### config.mk
export PLATFORM = sky130hd
export DESIGN_NAME = tc_sampler_flat
export DESIGN_NICKNAME = d
export VERILOG_FILES = /design/src/rtl/tc_spi_if.sv /design/src/rtl/tc_sampler.sv /design/src/flat_wrapper.sv
export SDC_FILE = /design/constraint.sdc
export NUM_CORES = 1
export LEC_CHECK = 0
export BUFFER_PORTS_ARGS = -buffer_cell sky130_fd_sc_hd__buf_2
export CORE_MARGIN = 2
export CORE_UTILIZATION = 55
export CTS_CLUSTER_SIZE = 30
export DETAILED_ROUTE_END_ITERATION = 8
export PLACE_DENSITY_LB_ADDON = 0.05
export RECOVER_POWER = 50
export SKIP_CTS_REPAIR_TIMING = 1
export SLEW_MARGIN = 25
export SYNTH_ARGS = -nofsm -noshare
export SYNTH_HDL_FRONTEND = slang
export SYNTH_SLANG_ARGS = --single-unit
### constraint.sdc
create_clock -name i_clk -period 3.22 [get_ports i_clk]
set_input_delay 0.322 -clock i_clk [delete_from_list [all_inputs] [get_ports i_clk]]
set_output_delay 0.322 -clock i_clk [all_outputs]
set_load 0.01 [all_outputs]
### src/rtl/tc_spi_if.sv
// tc_spi_if: start/word handshake between the sampler and the thermocouple SPI master
interface tc_spi_if #(
    parameter int WORD_SIZE = 16
);
    logic                 ena;
    logic [WORD_SIZE-1:0] win;
    logic [WORD_SIZE-1:0] wout;
    logic                 wstb;

    modport master (output ena, win, input wout, wstb);
    modport slave  (input ena, win, output wout, wstb);
endinterface

### src/rtl/tc_sampler.sv
// tc_sampler: periodic thermocouple frame sequencer, decoder and block averager
module tc_sampler #(
    parameter int WORD_SIZE = 16,
    parameter int PERIOD    = 2_500_000,
    parameter int TIMEOUT   = 64,
    parameter int AVG_LOG2  = 2
) (
    input  logic        i_clk,
    input  logic        i_rst,
    input  logic        i_trig,
    tc_spi_if.master    spi,
    output logic [11:0] o_temp,
    output logic        o_temp_vld,
    output logic        o_fault,
    output logic        o_frame_err
);
    localparam int PW = $clog2(PERIOD);
    localparam int TW = $clog2(TIMEOUT);
    localparam int AW = 12 + AVG_LOG2;
    localparam int CW = AVG_LOG2 + 1;

    typedef enum logic [1:0] {WAIT, START, XFER, DECODE} state_t;

    state_t        state, state_nxt;
    logic [PW-1:0] pcnt;
    logic [TW-1:0] tcnt;
    logic [15:1]   w;
    logic [AW-1:0] acc;
    logic [AW-1:0] sum;
    logic [CW-1:0] cnt;
    logic          stb, tmo, bad, opn, full;

    assign spi.ena = state == START;
    assign spi.win = WORD_SIZE'(0);
    assign stb     = state == XFER && spi.wstb;
    assign tmo     = state == XFER && !spi.wstb && tcnt == TW'(TIMEOUT - 1);
    assign bad     = w[15] | w[1];
    assign opn     = w[2];
    assign sum     = acc + AW'(w[14:3]);
    assign full    = cnt == CW'((1 << AVG_LOG2) - 1);

    // state register
    always_ff @(posedge i_clk) begin
        if (i_rst) state <= WAIT;
        else       state <= state_nxt;
    end

    // period expiry or trigger launches a transfer; strobe or timeout ends it
    always_comb begin
        state_nxt = state;
        case (state)
            WAIT:    state_nxt = (pcnt == '0 || i_trig) ? START : WAIT;
            START:   state_nxt = XFER;
            XFER:    state_nxt = stb ? DECODE : tmo ? WAIT : XFER;
            DECODE:  state_nxt = WAIT;
            default: state_nxt = WAIT;
        endcase
    end

    // period counter saturates at 0 outside WAIT; the START reload also counts the START cycle itself
    always_ff @(posedge i_clk) begin
        if (i_rst) begin
            pcnt <= PW'(PERIOD - 1);
            tcnt <= '0;
            w    <= '0;
        end else begin
            pcnt <= (state == START) ? PW'(PERIOD - 2) : (pcnt != '0) ? pcnt - 1'b1 : pcnt;
            tcnt <= (state == START) ? '0 : (state == XFER) ? tcnt + 1'b1 : tcnt;
            if (stb) w <= spi.wout[15:1];
        end
    end

    // frame validation, fault tracking and block averaging of good samples
    always_ff @(posedge i_clk) begin
        if (i_rst) begin
            acc         <= '0;
            cnt         <= '0;
            o_temp      <= '0;
            o_temp_vld  <= 1'b0;
            o_fault     <= 1'b0;
            o_frame_err <= 1'b0;
        end else begin
            o_temp_vld <= 1'b0;
            if (tmo) o_frame_err <= 1'b1;
            if (state == DECODE) begin
                o_frame_err <= bad;
                if (!bad && opn) begin
                    o_fault <= 1'b1;
                    acc     <= '0;
                    cnt     <= '0;
                end else if (!bad && full) begin
                    o_fault    <= 1'b0;
                    o_temp     <= 12'(sum >> AVG_LOG2);
                    o_temp_vld <= 1'b1;
                    acc        <= '0;
                    cnt        <= '0;
                end else if (!bad) begin
                    o_fault <= 1'b0;
                    acc     <= sum;
                    cnt     <= cnt + 1'b1;
                end
            end
        end
    end
endmodule

### src/flat_wrapper.sv
// flat-port wrapper written by rule: the top's interface ports become plain ports
module tc_sampler_flat 
#(
    parameter int WORD_SIZE = 16,
    parameter int PERIOD    = 2_500_000,
    parameter int TIMEOUT   = 64,
    parameter int AVG_LOG2  = 2
)
  (i_clk, i_rst, i_trig, o_temp, o_temp_vld, o_fault, o_frame_err, spi_ena, spi_win, spi_wout, spi_wstb);
  tc_spi_if #(.WORD_SIZE(WORD_SIZE)) spi_i ();
  input  logic i_clk;
  input  logic i_rst;
  input  logic i_trig;
  output logic [11:0] o_temp;
  output logic o_temp_vld;
  output logic o_fault;
  output logic o_frame_err;
  output wire logic [$bits(spi_i.ena)-1:0] spi_ena;
  output wire logic [$bits(spi_i.win)-1:0] spi_win;
  input wire logic [$bits(spi_i.wout)-1:0] spi_wout;
  input wire logic [$bits(spi_i.wstb)-1:0] spi_wstb;
  assign spi_ena = spi_i.ena;
  assign spi_win = spi_i.win;
  assign spi_i.wout = spi_wout;
  assign spi_i.wstb = spi_wstb;
  tc_sampler #(.WORD_SIZE(WORD_SIZE), .PERIOD(PERIOD), .TIMEOUT(TIMEOUT), .AVG_LOG2(AVG_LOG2)) u_core (.i_clk(i_clk), .i_rst(i_rst), .i_trig(i_trig), .spi(spi_i), .o_temp(o_temp), .o_temp_vld(o_temp_vld), .o_fault(o_fault), .o_frame_err(o_frame_err));
endmodule
Word level (Yosys, flattened, before mapping). Index checks and enable logic that the tools add are counted.

Flip-flop bits (word level): 77. Input bits: 20. Output and inout port bits: 32. Logic and storage cells: 59.

Add/sub/neg operators: 4. Equality and inequality tests: 6. Multiplexer cells: 18. Bitwise operators: 3. Reduce and logical (&&, ||, !) cells: 17.

Operators by type and width (count): two-way mux 14 bit (3); logical NOT 22 bit (1); nonzero test 22 bit (1); subtractor 22 x 1 -> 22 bit (second input constant) (1); adder 14 x 12 -> 14 bit (1); two-way mux 1 bit (9); two-way mux 3 bit (3); one-hot mux 2 bit (4 select lines) (1); adder 6 x 1 -> 6 bit (second input constant) (1); == test 6 bit (second input constant) (1); logical AND 1 bit (5); == test 2 bit (second input constant) (2); two-way mux 2 bit (2); nonzero test 2 bit (2); adder 3 x 1 -> 3 bit (second input constant) (1); == test 3 x 2 -> 1 bit (second input constant) (1); != test 3 bit (second input constant) (1); AND reduction 3 bit (1); OR reduction 3 bit (1); == test 2 x 1 -> 1 bit (second input constant) (1); logical NOT 1 bit (2); logical NOT 2 bit (1); NOT 1 bit (2); AND reduction 2 bit (1); other kinds (3) (3).

Logic depth before layout (Yosys ltp). Gate-level depths: netlist (run 1).

Depth in word-level cells: 6. Depth in mapped cells: 8. Depth with buffers taken out: 8.

Least setup slack after synthesis (run 1). Ideal clock, no wire load.

Kind: register -> register. Start: reg u_core.acc[0]. End: reg u_core.o_temp[10]. Setup time: 0.114 ns. Arrival time: 2.150 ns. Data required time: 3.106 ns. Slack: 0.956 ns. Cell stages (with the launch flop): 9. Buffers on the path: 0. Clock period less this slack: 2.264 ns. Cells stage by stage: dfxtp_1 > ha_1 > fa_1 > a21oi_1 > o211ai_1 > a221oi_1 > o21ai_0 > xnor2_1 > a21o_1.

Word-level cells in the longest chain between the ends: 1.

Ends and longest elaborated chain: start: declaration (line tc_sampler.sv:28) `logic [AW-1:0] acc;`; start signal: assignment (line tc_sampler.sv:99) `acc <= sum;`; adder 14 x 12 -> 14 bit (line tc_sampler.sv:39) `assign sum = acc + AW'(w[14:3]);`; end signal: assignment (line tc_sampler.sv:93) `o_temp <= 12'(sum >> AVG_LOG2);`; end: declaration (line tc_sampler.sv:12) `output logic [11:0] o_temp,`.

Every way passes these cells. A chain may end at the register's enable or synchronous reset.

Worst setup path after layout (run 1).
Start: reg u_core.acc[4]. End: reg u_core.acc[13].

Word-level cells in the longest chain between the ends: 4.

Ends and longest elaborated chain: adder 14 x 12 -> 14 bit (line tc_sampler.sv:39); two-way mux 14 bit (line tc_sampler.sv:97) `end else if (!bad) begin`; two-way mux 14 bit (line tc_sampler.sv:91) `end else if (!bad && full) begin`; two-way mux 14 bit (line tc_sampler.sv:87) `if (!bad && opn) begin`.

Every way passes these cells. The select of a mux whose other input is x is not followed.

==> results of run 1 <==
-- per-layer routing --
| metal | track usage (%) | up-vias | wire length [um] |
|---|---|---|---|
| met5 | 0 | - | 0 |
| met4 | 8.10 | 0 | 112 |
| met3 | 3.52 | 11 | 231 |
| met2 | 32.0 | 51 | 3210 |
| met1 | 28.9 | 1419 | 3770 |
| li1 | - | 1581 | - |
-- final timing paths --
kind                    startpoint                to  slack (ns)  cells after the start
hold / removal         spi_wout[6]       u_core.w[6]        0.21                      3
hold reg to reg   u_core.o_temp[6]  u_core.o_temp[6]        0.46                      2
setup / recovery     u_core.acc[4]    u_core.acc[13]        0.65                      7
setup reg to reg     u_core.acc[4]    u_core.acc[13]        0.65                      7
-- sequential cells by signal (all words and copies together), names as in the netlist --
name	cells
u_core.acc	14
u_core.cnt	3
u_core.o_fault	1
u_core.o_frame_err	1
u_core.o_temp	12
u_core.o_temp_vld	1
u_core.pcnt	22
u_core.state	2
u_core.tcnt	6
u_core.w	15
-- layout make-up --
cell class	instances	area share [%]
Timing Repair Buffer	38	4.14
Clock inverter	6	2.69
Multi-Input combinational cell	334	49.6
Tap cell	80	2.42
Inverter	9	0.817
Sequential cell	77	37.3
Clock buffer	10	3.09
-- critical path: stages, from the launching register on --
cell	delay (ns)
dfxtp_1	0.32
ha_1	0.35
nand2_1	0.10
or3b_2	0.48
a211oi_1	0.46
o2111ai_1	0.27
a2111o_1	0.43
o211ai_1	0.08
-- synthesized netlist by cell type, types with 2 or more instances --
library cell	count	area (um^2)
a21oi_1	47	235
a32o_1	2	20.0
dfxtp_1	77	1540
buf_4	16	120
a2111oi_0	2	17.5
and3_1	2	12.5
xor2_1	10	87.6
o31ai_1	2	15.0
nand2_1	63	236
nand3b_1	4	30.0
o211ai_1	4	30.0
clkbuf_1	20	75.1
nor2b_1	7	43.8
and4_1	2	17.5
nand2b_1	5	31.3
a21o_1	6	45.0
or4_1	4	30.0
ha_1	17	213
nor3_1	4	20.0
inv_1	9	33.8
mux2i_1	4	40.0
xnor2_1	12	105
nor2_1	31	116
nand4_1	4	25.0
and2_1	3	18.8
a211oi_1	4	30.0
nor4_1	6	37.5
nand3_1	16	80.1
a22o_1	8	70.1
a2111o_1	2	22.5
or3_1	7	43.8
o21ai_0	17	85.1
nor3b_1	3	22.5
-- power breakdown --
part           switching [mW]  internal [mW]  leakage, nW
combinational          0.0671         0.0340        0.882
sequential             0.0125          0.965        0.622
clock                   0.354          0.515        0.116
-- metrics by stage --
| step | utilization (%) | hold WS (ns) | power, mW |
|---|---|---|---|
| 2_1_floorplan | - | 0.425 | 1.09 |
| 3_3_place_gp | 58.4 | 0.435 | 1.10 |
| 3_5_place_dp | 58.4 | 0.446 | 1.10 |
| 4_1_cts | 62.0 | 0.186 | 1.97 |
| 5_1_grt | 61.6 | 0.213 | 2.02 |
| 6_report | 61.6 | 0.208 | 1.95 |
-- kinds of logic after synthesis --
group | after synthesis | synth area share (%)
flip-flops | 77 | 40.9
XOR/XNOR | 22 | 5.12
AND/OR/NAND/NOR | 172 | 23.5
adder cells (fa/ha/maj) | 18 | 6.18
buffers and inverters | 45 | 6.08
multiplexers | 4 | 1.06
other | 1 | 0.0996
AO/OA/AOI/OAI | 102 | 17.0
==> results.cfg, run 1 <==
[timing]
setup_viol = 0
finalMaxSlewViolations = 45
relSlewSlack_pct = -21.3
fin_tns_setup_ns = 0
tightestPinTransition_ns = 1.82
skew_ns = 0.0102
post-route-period-util_pct = 79.8
worst_slack_ns = 0.650
hold_violations = 0
rsz0062_at_grt = false
timing.final.crit_period_ns = 2.57
timing.fmax_mhz = 389

[setup_path]
critPathCaptureType = register
worstPathRequired_ns = 3.48
cp_max_fo = 4
path_class = reg -> reg
arrival_ns = 2.83
startpoint_type = register

[finish]
final_cells = 554
sequential_cell_area_um2 = 1540
mostFrequentLayoutCell = dfxtp_1
final_cell_area_um2 = 4140
fin_nets = 507
drive_above_1_share_pct = 9.28
final_cell_mix = 77 x dfxtp_1, 63 x nand2_1, 47 x a21oi_1
fillCellCount = 643
multi_input_area_um2 = 2050
diodes = 0
area.growth.synth_to_final_pct = 9.87

[clock_network]
cts_root_buf = clkbuf_8
cts_buffers = 9
clock_latency_ns = 0.34
cts_max_level = 3
cts.sink_count = 77
clockBufferDepth = 2
cts_tree = done
path_clk_slew_ns = 0.08

[synthesis]
syn_area_um2 = 3760
ys_warn_count = 0
synth-edff-count = 0
synthArstFlopShare_pct = 0
syn_inst = 441
ys_types = 54
syn_area_per_cell_um2 = 8.54
synth-seq-cells = 77
synth_flop_cell = dfxtp_1
ys_seq_area_share_pct = 40.9

[power_and_ir_drop]
cellLeakagePower_nw = 1.62
peakVddDrop_uv = 237
pwr_density_cell_nw_per_um2 = 471

[global_routing]
overflow = 0
grt_pass1_wl_um = 12500
grt_start_max_net_pins = 45
grt_usage_pct = 20.7
antenna_found_initial = 0
grt_pass1_vias = 2802

[routing]
wire_per_inst_um = 13.2
vias = 3062
drt_wl_total_um = 7330
drt_iter0_drc = 109
antenna_left = 0
first_pass_iters = 4
drc_errors = 0
avgViaCountPerCell = 5.53

[floorplan]
fp.dieArea_um2 = 7520
chipHeight_um = 86.7
core_area_um2 = 6720
io_pins = 52
rows = 30
fp.dieW_um = 86.7
start_util_pct = 56.0

[placement]
port_buffers = 34
place.gp.congestion = 0.819
post_dp_cell_area_um2 = 3930
post-place-ws_ns = 0.693
dp_cells = 538
dpl.hpwl_um = 5140

[job]
drv_cap = 1

[worst_hold_path]
hold_path.class = in -> reg

[run_status]
violations = max-capacitance violations, max-slew violations
outcome = complete, but fails checks
Note: power is estimated with default switching activity, not from simulation.
==> run 2: changes to the inputs <==
==> constraint.sdc (replaced) <==
create_clock -name i_clk -period 2.4 [get_ports i_clk]
set_input_delay 0.24 -clock i_clk [delete_from_list [all_inputs] [get_ports i_clk]]
set_output_delay 0.24 -clock i_clk [all_outputs]
set_load 0.01 [all_outputs]
==> results.cfg, run 2 (synthesis gave the netlist of run 1 again) <==
[global_routing]
grt_usage_pct = 20.7
grt_pass1_wl_um = 12300
grt_start_max_net_pins = 27
grt_pass1_vias = 2786
antenna_found_initial = 0
overflow = 0

[timing]
setup_viol = 0
timing.fmax_mhz = 437
finalMaxSlewViolations = 0
worst_slack_ns = 0.112
skew_ns = 0.00959
tightestPinTransition_ns = 0.799
timing.final.crit_period_ns = 2.29
hold_violations = 0
relSlewSlack_pct = 46.7
post-route-period-util_pct = 95.3

[power_and_ir_drop]
peakVddDrop_uv = 357
cellLeakagePower_nw = 1.65
power_frac_clock_pct = 40.2
p_switching_uw = 576
seq_power_share_pct = 54.1
p_int_mw = 1.85
power_frac_comb_pct = 5.8
pwr_density_cell_nw_per_um2 = 578
power_mw = 2.43
switching_share_pct = 23.7

[clock_network]
path_clk_slew_ns = 0.08
cts_root_buf = clkbuf_8
cts_max_level = 3
clockBufferDepth = 2
cts_tree = done
clock_latency_ns = 0.34
cts.sink_count = 77
cts_buffers = 9

[worst_hold_path]
hold-path-cell-count = 3
min_to = u_core.w[14]
hold_path.class = in -> reg
hold_start = spi_wout[14]

[setup_path]
r2r_start = u_core.pcnt[8]
cp_max_fo = 5
reg2reg_depth = 6
critPathCaptureType = register
arrival_ns = 2.54
path_class = reg -> reg
ff2ff_setup_slack_ns = 0.11
worstPathRequired_ns = 2.66
startpoint_type = register
rr_endpoint = u_core.pcnt[19]

[finish]
fin_nets = 515
fin_util_pct = 62.5
diodes = 0
largest_reg_flops = 22
mostFrequentLayoutCell = dfxtp_1
top_register = u_core.pcnt
drive_above_1_share_pct = 12.2
top_regs = u_core.pcnt: 22 flops, u_core.w: 15 flops, u_core.acc: 14 flops
area.growth.synth_to_final_pct = 11.5
final_cell_mix = 77 x dfxtp_1, 63 x nand2_1, 46 x a21oi_1

[routing]
drc_errors = 0
top_layer = met4
vias = 3078
drt_iter0_drc = 130
wire_per_inst_um = 13.2
wl_met1_um = 3630
avgViaCountPerCell = 5.48
drt_wl_total_um = 7420
antenna_left = 0
wl_met2_um = 3370
wl_met3_um = 320
first_pass_iters = 4

[job]
drv_cap = 0

[floorplan]
chipHeight_um = 86.7
fp.dieW_um = 86.7
core_area_um2 = 6720
io_pins = 52
fp.dieArea_um2 = 7520
rows = 30
start_util_pct = 56.0

[placement]
post-place-ws_ns = 0.0257
dpl.hpwl_um = 5340
port_buffers = 34
place.gp.congestion = 0.791

[run_status]
outcome = completed
run 2: changes by cell type in the layout (fill, tap and decap cells not counted), sizes merged:
cell,previous run,this run
bufinv,3,1
clkinv,2,3
inv,9,10
clkbuf,29,28
buf,19,28
run 2: worst max-delay path by stage:
stage | startpoint | endpoint | slack (ns) | cells past startpoint
after global placement | u_core.acc[1] | u_core.acc[13] | 0.06 | 8
after CTS | u_core.acc[1] | u_core.acc[13] | 0.0002 | 8
after floorplan | u_core.acc[0] | u_core.o_temp[10] | 0.14 | 8
after global routing | u_core.pcnt[8] | u_core.pcnt[19] | -0.001 | 6
after detailed placement | u_core.acc[1] | u_core.acc[13] | 0.03 | 8
final | u_core.pcnt[8] | u_core.pcnt[19] | 0.11 | 6
run 2: stage by stage:
stage / TNS (ns) / hold WS (ns) / area (um^2) / cells
after CTS: 0 / 0.114 / 4190 / 562
after detailed placement: 0 / 0.442 / 3990 / 546
final: 0 / 0.129 / 4200 / 562
after floorplan: 0 / 0.376 / 3820 / 456
after global routing: -0.00103 / 0.128 / 4200 / 562
after global placement: 0 / 0.435 / 3990 / 546
run 2: area by class of cell:
cell class | instances | area [um^2]
Sequential cell | 77 | 1540
Tap cell | 80 | 100
Timing Repair Buffer | 46 | 233
Multi-Input combinational cell | 334 | 2090
Fill cell | 609 | 2520
Clock inverter | 6 | 61.3
Inverter | 9 | 33.8
Clock buffer | 10 | 138
run 2: worst max-delay path: stages (launching register included):
cell and delay [ns]:
dfxtp_1 0.35, or4_4 0.58, nor4b_4 0.30, nand2_2 0.09, or3_4 0.40, or3_1 0.33, a21oi_1 0.16
run 2: power by group through the flow:
stage / Combinational, mW / Clock [mW] / Sequential, mW
finish: 0.140 / 0.974 / 1.31
global route: 0.159 / 1.06 / 1.31
CTS: 0.142 / 1.00 / 1.31
detailed placement: 0.141 / 0 / 1.34
global placement: 0.138 / 0 / 1.34
floorplan: 0.119 / 0 / 1.34
run 2: layer usage:
layer	vias up	global-route usage, %
met2	59	32.8
met3	8	3.62
met5	-	0
li1	1600	-
met1	1411	27.8
met4	0	8.52
